**src/rtl/multicycle_controller.sv**
```systemverilog
// Control FSM for the 16-bit multicycle RISC-V core: decodes state and
// instruction fields into datapath enables/selects, with trap and retire debug.
module multicycle_controller #(
  parameter int RETIRE_W = 16
) (
  input  logic                clk,
  input  logic                rst,
  input  logic [2:0]          op,
  input  logic [2:0]          func3,
  input  logic                funct7,
  input  logic [1:0]          Branch_funct,
  input  logic                zero,
  input  logic                less,
  input  logic                greater,
  output logic                PCWrite,
  output logic                IRWrite,
  output logic                memWrite,
  output logic                regWrite,
  output logic                adrSrc,
  output logic [1:0]          ALUSrcA,
  output logic [1:0]          ALUSrcB,
  output logic [1:0]          resultSrc,
  output logic [2:0]          ALUControl,
  output logic [2:0]          immSrc,
  output logic [3:0]          state_dbg,
  output logic                instr_done,
  output logic                trap,
  output logic [RETIRE_W-1:0] retire_count
);

  typedef enum logic [3:0] {
    S_FETCH    = 4'd0,
    S_DECODE   = 4'd1,
    S_MEMADR   = 4'd2,
    S_MEMREAD  = 4'd3,
    S_MEMWB    = 4'd4,
    S_MEMWRITE = 4'd5,
    S_EXECR    = 4'd6,
    S_EXECI    = 4'd7,
    S_ALUWB    = 4'd8,
    S_BRANCH   = 4'd9,
    S_JAL      = 4'd10,
    S_JALR     = 4'd11,
    S_JALRPC   = 4'd12,
    S_LUI      = 4'd13,
    S_TRAP     = 4'd14
  } state_t;

  state_t state;
  logic   pc_w, ir_w, mem_w, reg_w, done_w, taken;

  always_ff @(posedge clk) begin
    if (rst) begin
      state        <= S_FETCH;
      retire_count <= '0;
    end else begin
      if (instr_done) retire_count <= retire_count + 1'b1;
      case (state)
        S_FETCH:  state <= S_DECODE;
        S_DECODE: begin
          case (op)
            3'b000:  state <= S_EXECR;
            3'b001:  state <= S_EXECI;
            3'b010,
            3'b011:  state <= S_MEMADR;
            3'b100:  state <= S_BRANCH;
            3'b101:  state <= S_JAL;
            3'b110:  state <= S_JALR;
            default: state <= S_LUI;
          endcase
        end
        S_MEMADR:   state <= (op == 3'b010) ? S_MEMREAD : S_MEMWRITE;
        S_MEMREAD:  state <= S_MEMWB;
        S_EXECR,
        S_EXECI:    state <= (func3 == 3'b001) ? S_TRAP : S_ALUWB;
        S_JAL:      state <= S_ALUWB;
        S_JALR:     state <= S_JALRPC;
        S_JALRPC:   state <= S_ALUWB;
        S_TRAP:     state <= S_TRAP;
        default:    state <= S_FETCH;
      endcase
    end
  end

  always_comb begin
    case (Branch_funct)
      2'b00:   taken = zero;
      2'b01:   taken = ~zero;
      2'b10:   taken = less;
      default: taken = greater;
    endcase
  end

  always_comb begin
    pc_w       = 1'b0;
    ir_w       = 1'b0;
    mem_w      = 1'b0;
    reg_w      = 1'b0;
    done_w     = 1'b0;
    adrSrc     = 1'b0;
    ALUSrcA    = 2'b00;
    ALUSrcB    = 2'b00;
    resultSrc  = 2'b00;
    ALUControl = 3'b000;
    case (state)
      S_FETCH: begin
        ir_w = 1'b1; pc_w = 1'b1; ALUSrcB = 2'b10; resultSrc = 2'b10;
      end
      S_DECODE:   begin ALUSrcA = 2'b01; ALUSrcB = 2'b01; end
      S_MEMADR:   begin ALUSrcA = 2'b10; ALUSrcB = 2'b01; end
      S_MEMREAD:  adrSrc = 1'b1;
      S_MEMWB:    begin resultSrc = 2'b01; reg_w = 1'b1; done_w = 1'b1; end
      S_MEMWRITE: begin adrSrc = 1'b1; mem_w = 1'b1; done_w = 1'b1; end
      S_EXECR: begin
        ALUSrcA    = 2'b10;
        ALUControl = (func3 == 3'b000 && funct7) ? 3'b001 : func3;
      end
      S_EXECI: begin
        ALUSrcA = 2'b10; ALUSrcB = 2'b01; ALUControl = func3;
      end
      S_ALUWB:    begin reg_w = 1'b1; done_w = 1'b1; end
      S_BRANCH: begin
        ALUSrcA = 2'b10; ALUControl = 3'b001; pc_w = taken; done_w = 1'b1;
      end
      // JAL and JALRPC both write OldPC+2 into ALUOut for the following ALUWB
      S_JAL,
      S_JALRPC:   begin ALUSrcA = 2'b01; ALUSrcB = 2'b10; pc_w = 1'b1; end
      S_JALR:     begin ALUSrcA = 2'b10; ALUSrcB = 2'b01; end
      S_LUI:      begin resultSrc = 2'b11; reg_w = 1'b1; done_w = 1'b1; end
      default: ;
    endcase
  end

  always_comb begin
    case (op)
      3'b011:  immSrc = 3'b001;
      3'b100:  immSrc = 3'b010;
      3'b101:  immSrc = 3'b011;
      3'b111:  immSrc = 3'b100;
      default: immSrc = 3'b000;
    endcase
  end

  assign PCWrite    = pc_w   & ~rst;
  assign IRWrite    = ir_w   & ~rst;
  assign memWrite   = mem_w  & ~rst;
  assign regWrite   = reg_w  & ~rst;
  assign instr_done = done_w & ~rst;
  assign trap       = (state == S_TRAP);
  assign state_dbg  = state;

endmodule

```
**config.mk**
```make
export PLATFORM = sky130hd
export DESIGN_NAME = multicycle_controller
export DESIGN_NICKNAME = d
export VERILOG_FILES = /design/src/rtl/multicycle_controller.sv
export SDC_FILE = /design/constraint.sdc
export NUM_CORES = 1
export LEC_CHECK = 0
export CORE_ASPECT_RATIO = 2
export CORE_UTILIZATION = 43
export DETAILED_ROUTE_END_ITERATION = 12
export PLACE_DENSITY_LB_ADDON = 0.3
export SETUP_SLACK_MARGIN = 0.05
export SYNTH_ARGS = -nofsm -noshare
export SYNTH_HDL_FRONTEND = slang
export SYNTH_SLANG_ARGS = --single-unit
export TNS_END_PERCENT = 20
```
**constraint.sdc**
```tcl
create_clock -name clk -period 2 [get_ports clk]
set_input_delay 0.5 -clock clk [delete_from_list [all_inputs] [get_ports clk]]
set_output_delay 0.5 -clock clk [all_outputs]
set_load 0.005 [all_outputs]
```
* Word level (Yosys, flattened, before mapping)
Index checks and enable logic that the tools add are counted.
** Word-level totals
- Flip-flop bits (word level) :: 20
- Output and inout port bits :: 39
** Cells by class
- Add/subtract/negate cells :: 1
- Equality and inequality tests :: 24
- Mux-type cells :: 17
- Bitwise operators :: 7
- Reduce and logical (&&, ||, !) cells :: 15
** Operators with widths (number)
- case mux 4 bit (8 select lines) :: 1
- equality test 4 bit, second input constant :: 7
- case mux 4 bit (6 select lines) :: 1
- adder 16 x 1 -> 16 bit, second input constant :: 1
- equality test 4 x 3 -> 1 bit, second input constant :: 4
- equality test 3 bit, second input constant :: 4
- case mux 3 bit (4 select lines) :: 1
- OR reduction 5 bit :: 2
- two-way mux 3 bit :: 3
- case mux 3 bit (3 select lines) :: 1
- OR reduction 3 bit :: 3
- equality test 4 x 2 -> 1 bit, second input constant :: 2
- case mux 2 bit (2 select lines) :: 2
- OR reduction 2 bit :: 4
- equality test 3 x 1 -> 1 bit, second input constant :: 2
- equality test 3 x 2 -> 1 bit, second input constant :: 2
- logical NOT 3 bit :: 2
- case mux 2 bit (3 select lines) :: 1
- bitwise AND 1 bit :: 5
- two-way mux 1 bit :: 5
- equality test 4 x 1 -> 1 bit, second input constant :: 1
- logical NOT 4 bit :: 1
- OR reduction 4 bit :: 1
- case mux 1 bit (3 select lines) :: 1
- other kinds (6) :: 7

* Logic depth before layout (Yosys ltp)
- Word-level depth :: 4
- Mapped depth :: 7
- Gate-level depth less buffers :: 5

* Worst setup path after synthesis
OpenSTA, ideal clock, no wires.
- Path type :: reg-to-output
- Start point :: register state[1] (netlist: state_dbg[1])
- End point :: output port PCWrite
- Arrival time :: 1299 ps
- Path slack :: 201 ps
- Stages on the path, launching flop included :: 6
- Buffers on the path :: 1
- Path through :: dfxtp_1 -> clkbuf_1 -> nand2b_1 -> or2_2 -> a21oi_1 -> o21a_1
** On the way
- Longest elaborated chain between the ends :: 4
- Elaborated cells between the ends (all ways) :: 7
- Classes of those cells :: 3 x eq/ne; 1 x mux; 1 x bitwise; 2 x reduce/logical
** Ends and longest elaborated chain
- from (decl) :: RTL line 49 : state_t state;
- from (signal assigned) :: RTL line 72 : S_MEMADR: state <= (op == 3'b010) ? S_MEMREAD : S_MEMWRITE;
- from (signal assigned) :: RTL line 75 : S_EXECI: state <= (func3 == 3'b001) ? S_TRAP : S_ALUWB;
- equality test 4 bit or logical NOT 4 bit (tied branches) :: RTL line 105 : case (state)
- OR reduction 3 bit (no source line)
- case mux 1 bit (2 select lines) (*) :: RTL line 105
- bitwise AND 1 bit (*) :: RTL line 144 : assign PCWrite = pc_w & ~rst;
- to (decl) :: RTL line 15 : output logic PCWrite,
Mark *: on every way between the ends. The rest lies on a longest branch, timed or not.

* Worst setup path in the final report
- Start point :: register state[3] (netlist: state_dbg[3])
- End point :: output port PCWrite
Same word-level chain as after synthesis.

==> flow_metrics.tcl <==
set metrics [dict create \
    outcome "finished with violations" \
    violations "negative setup slack" \
    grt_pass1_vias 1609 \
    tightest_slew_ns 0.311 \
    syn_area_per_cell_um2 7.69 \
    clock_path_buffers 2 \
    clockRootBuffer "clkbuf_8" \
    worstReg2RegStart "state_dbg[2]$_SDFF_PP0_" \
    ys_ff_latch 20 \
    grt_max_degree 18 \
    ir_drop_mv 0.404 \
    yosysSeqAreaShare 0.298 \
    grt_util_met1 0.221 \
    startpoint_type "flip-flop" \
    busiest_layer "met2" \
    clk_pin_slew_ns 0.07 \
    core_area_um2 2980 \
    ys_warn_count 0 \
    power_frac_seq 0.342 \
    swShare 0.325 \
    cp_cell_sequence "or2b_1 > buf_4 > nand2b_1 > o21ai_0 > o21a_1 > clkdlybuf4s15_2" \
    final_antenna_net_count 0 \
    final_cell_area_um2 2220 \
    cts_tree "done" \
    max_slew_margin 0.793 \
    die_area_um2 3370 \
    num_rows 28 \
    worst_slack_ns -0.179 \
    antenna_found_initial 0 \
    dp_hpwl_mm 3.41 \
    cts_buffers 3 \
    drc 0 \
    syn_nets 190 \
    maxCapViolCount 0 \
    grt_overflow 0 \
    r2r_end "retire_count[11]$_SDFFE_PP0P_" \
    fp.dieW_um 41.5 \
    worstSkewPairLatency_ns 0.26 \
    worstSetupPathType "flip-flop to output pin" \
    syn_inst 175 \
    whs_path_depth 2 \
    syn_to_final_growth_pct 65.3 \
    skew_ns 0.000807 \
    num_vias 1659 \
    grt_usage 0.263 \
    nNetsFinal 266 \
    drt_iter0_drc 52 \
    clockPowerShare 0.206 \
    final_cell_mix "clkdlybuf4s50_1, buf_4, dfxtp_1" \
    max_freq_mhz 459 \
    reg2reg_depth 8 \
    placed_cell_area_um2 2040 \
    cp.required_ns 1.50 \
    diodes 0 \
    dr.pass1.iters 4 \
    fin_cells 279 \
    powerDensity_nw_per_um2 569 \
    yosysUniqueCellTypes 41 \
    htreeDepth 1 \
    io_pins 53 \
    finalHoldViolations 0 \
    cts_hold_buffers 0 \
    totalWireLength_mm 4.62 \
    die_h_um 81.1 \
    dp_slack_ns -0.590 \
    routedWlPerCell_um 16.6 \
    gp_congestion 0.856 \
    syn_area_um2 1350 \
    p_leak_nw 0.926 \
    p_sw_w 0.000411 \
    port_buffers 52 \
    period_needed_ns 2.18 \
    finalPower_w 0.00126 \
    use_met3 0.0289 \
    grt_pass1_wl_mm 6.96 \
    fin_crit_sh 1.09 \
    holdPathEnd "retire_count[15]$_SDFFE_PP0P_" \
    internal-power_w 0.000853 \
    synthFlopType "dfxtp_1" \
    r2r_setup_slack_ns 0.17 \
    n_fill_cell 225 \
    via_per_inst 5.95 \
    maxSlewViolCount 0 \
    synthArstFlopShare 0 \
    arrival_ns 1.68 \
    slowest_delay_ns 0.37 \
    drive_gt1_frac 0.269 \
    setup_viol 3 \
    initial_core_util 0.452 \
    dp.cells 272 \
    synth_edf_count 0 \
    cp_slowest_cell "dfxtp_4" \
    hold-worst-slack_ns 0.489 \
    crit_path_max_fanout 3 \
    hp-start "retire_count[15]$_SDFFE_PP0P_" \
    endpoint_kind "output pin" \
    hold_path_class "flip-flop to flip-flop" \
    rsz0062_at_grt "true" \
    p_comb_frac 0.453 \
    cts_sinks 20 \
    grt_util_met2 0.556 \
]
==> flip-flops by register name, indices dropped and copies added (netlist names) <==
| register | cells |
|---|---|
| retire_count | 16 |
| state_dbg | 4 |
==> Yosys cell counts (all sizes together) (4+ instances only) <==
cell	count	area, um2
nand4	7	58.8
or4	8	60.1
nand3	6	30.0
a21oi	14	70.1
nand2	8	30.0
and3	9	56.3
nand2b	4	25.0
buf	5	38.8
or3	4	25.0
nor2	16	62.6
clkbuf	8	30.0
o21ai	12	60.1
xor2	4	35.0
dfxtp	20	400
inv	6	22.5
xnor2	6	52.6
o31ai	9	67.6
==> worst max-delay path: cells and delay by family, from the launching register on <==
kind                   cells  cell delay [ns]
and+or+nand+nor            2             0.39
DFF                        1             0.37
buffers and inverters      2             0.34
AOI/OAI and AO/OA          2             0.32
==> kinds of logic after synthesis <==
| kind of cell | synth area share |
|---|---|
| AND/OR/NAND/NOR | 0.326 |
| AO/OA/AOI/OAI | 0.220 |
| flip-flops | 0.298 |
| buffers and inverters | 0.0679 |
| XOR/XNOR | 0.0651 |
| multiplexers | 0.0149 |
| adder cells (fa/ha/maj) | 0.00930 |
==> final cells by class <==
| type | count | area, um2 | share of cell area |
|---|---|---|---|
| Clock buffer | 3 | 41.3 | 0.0186 |
| Sequential cell | 20 | 408 | 0.183 |
| Multi-Input combinational cell | 136 | 957 | 0.431 |
| Tap cell | 30 | 37.5 | 0.0169 |
| Timing Repair Buffer | 84 | 757 | 0.340 |
| Inverter | 6 | 22.5 | 0.0101 |
==> what timing repair did <==
action | in CTS | in global routing
buffers inserted | 1 | 3
gates cloned | 0 | 0
resized for setup | 58 | 29
pin swaps | 7 | 1
setup endpoints to repair | 29 | 17
==> per-stage QoR <==
step	util	TNS (ns)
floorplan	-	0
global placement	0.687	-6.62
detailed placement	0.687	-7.09
CTS	0.720	-1.12
global route	0.747	-0.633
finish	0.747	-0.397
==> layer usage <==
metal | vias up | routed length, um
met5 | - | 0
met4 | 0 | 182
met3 | 18 | 150
met2 | 66 | 2790
met1 | 782 | 1500
li1 | 793 | -
==> power groups by stage <==
stage	registers, W	clock network (W)	logic, W
after floorplan	0.000438	0	0.000218
after global placement	0.000433	0	0.000493
after detailed placement	0.000435	0	0.000502
after CTS	0.000430	0.000264	0.000515
after global routing	0.000434	0.000274	0.000612
final	0.000432	0.000260	0.000572
==> how the worst max path moves through the flow <==
| stage | cells past startpoint | endpoint | slack [ns] | startpoint |
|---|---|---|---|---|
| after floorplan | 5 | PCWrite | 0.20 | state_dbg[1]$_SDFF_PP0_ |
| after global placement | 6 | PCWrite | -0.55 | Branch_funct[0] |
| after detailed placement | 6 | PCWrite | -0.59 | Branch_funct[0] |
| after CTS | 5 | regWrite | -0.21 | state_dbg[2]$_SDFF_PP0_ |
| after global routing | 6 | PCWrite | -0.26 | state_dbg[3]$_SDFF_PP0_ |
| final | 6 | PCWrite | -0.18 | state_dbg[3]$_SDFF_PP0_ |
Note: power is estimated with default switching activity, not from simulation.
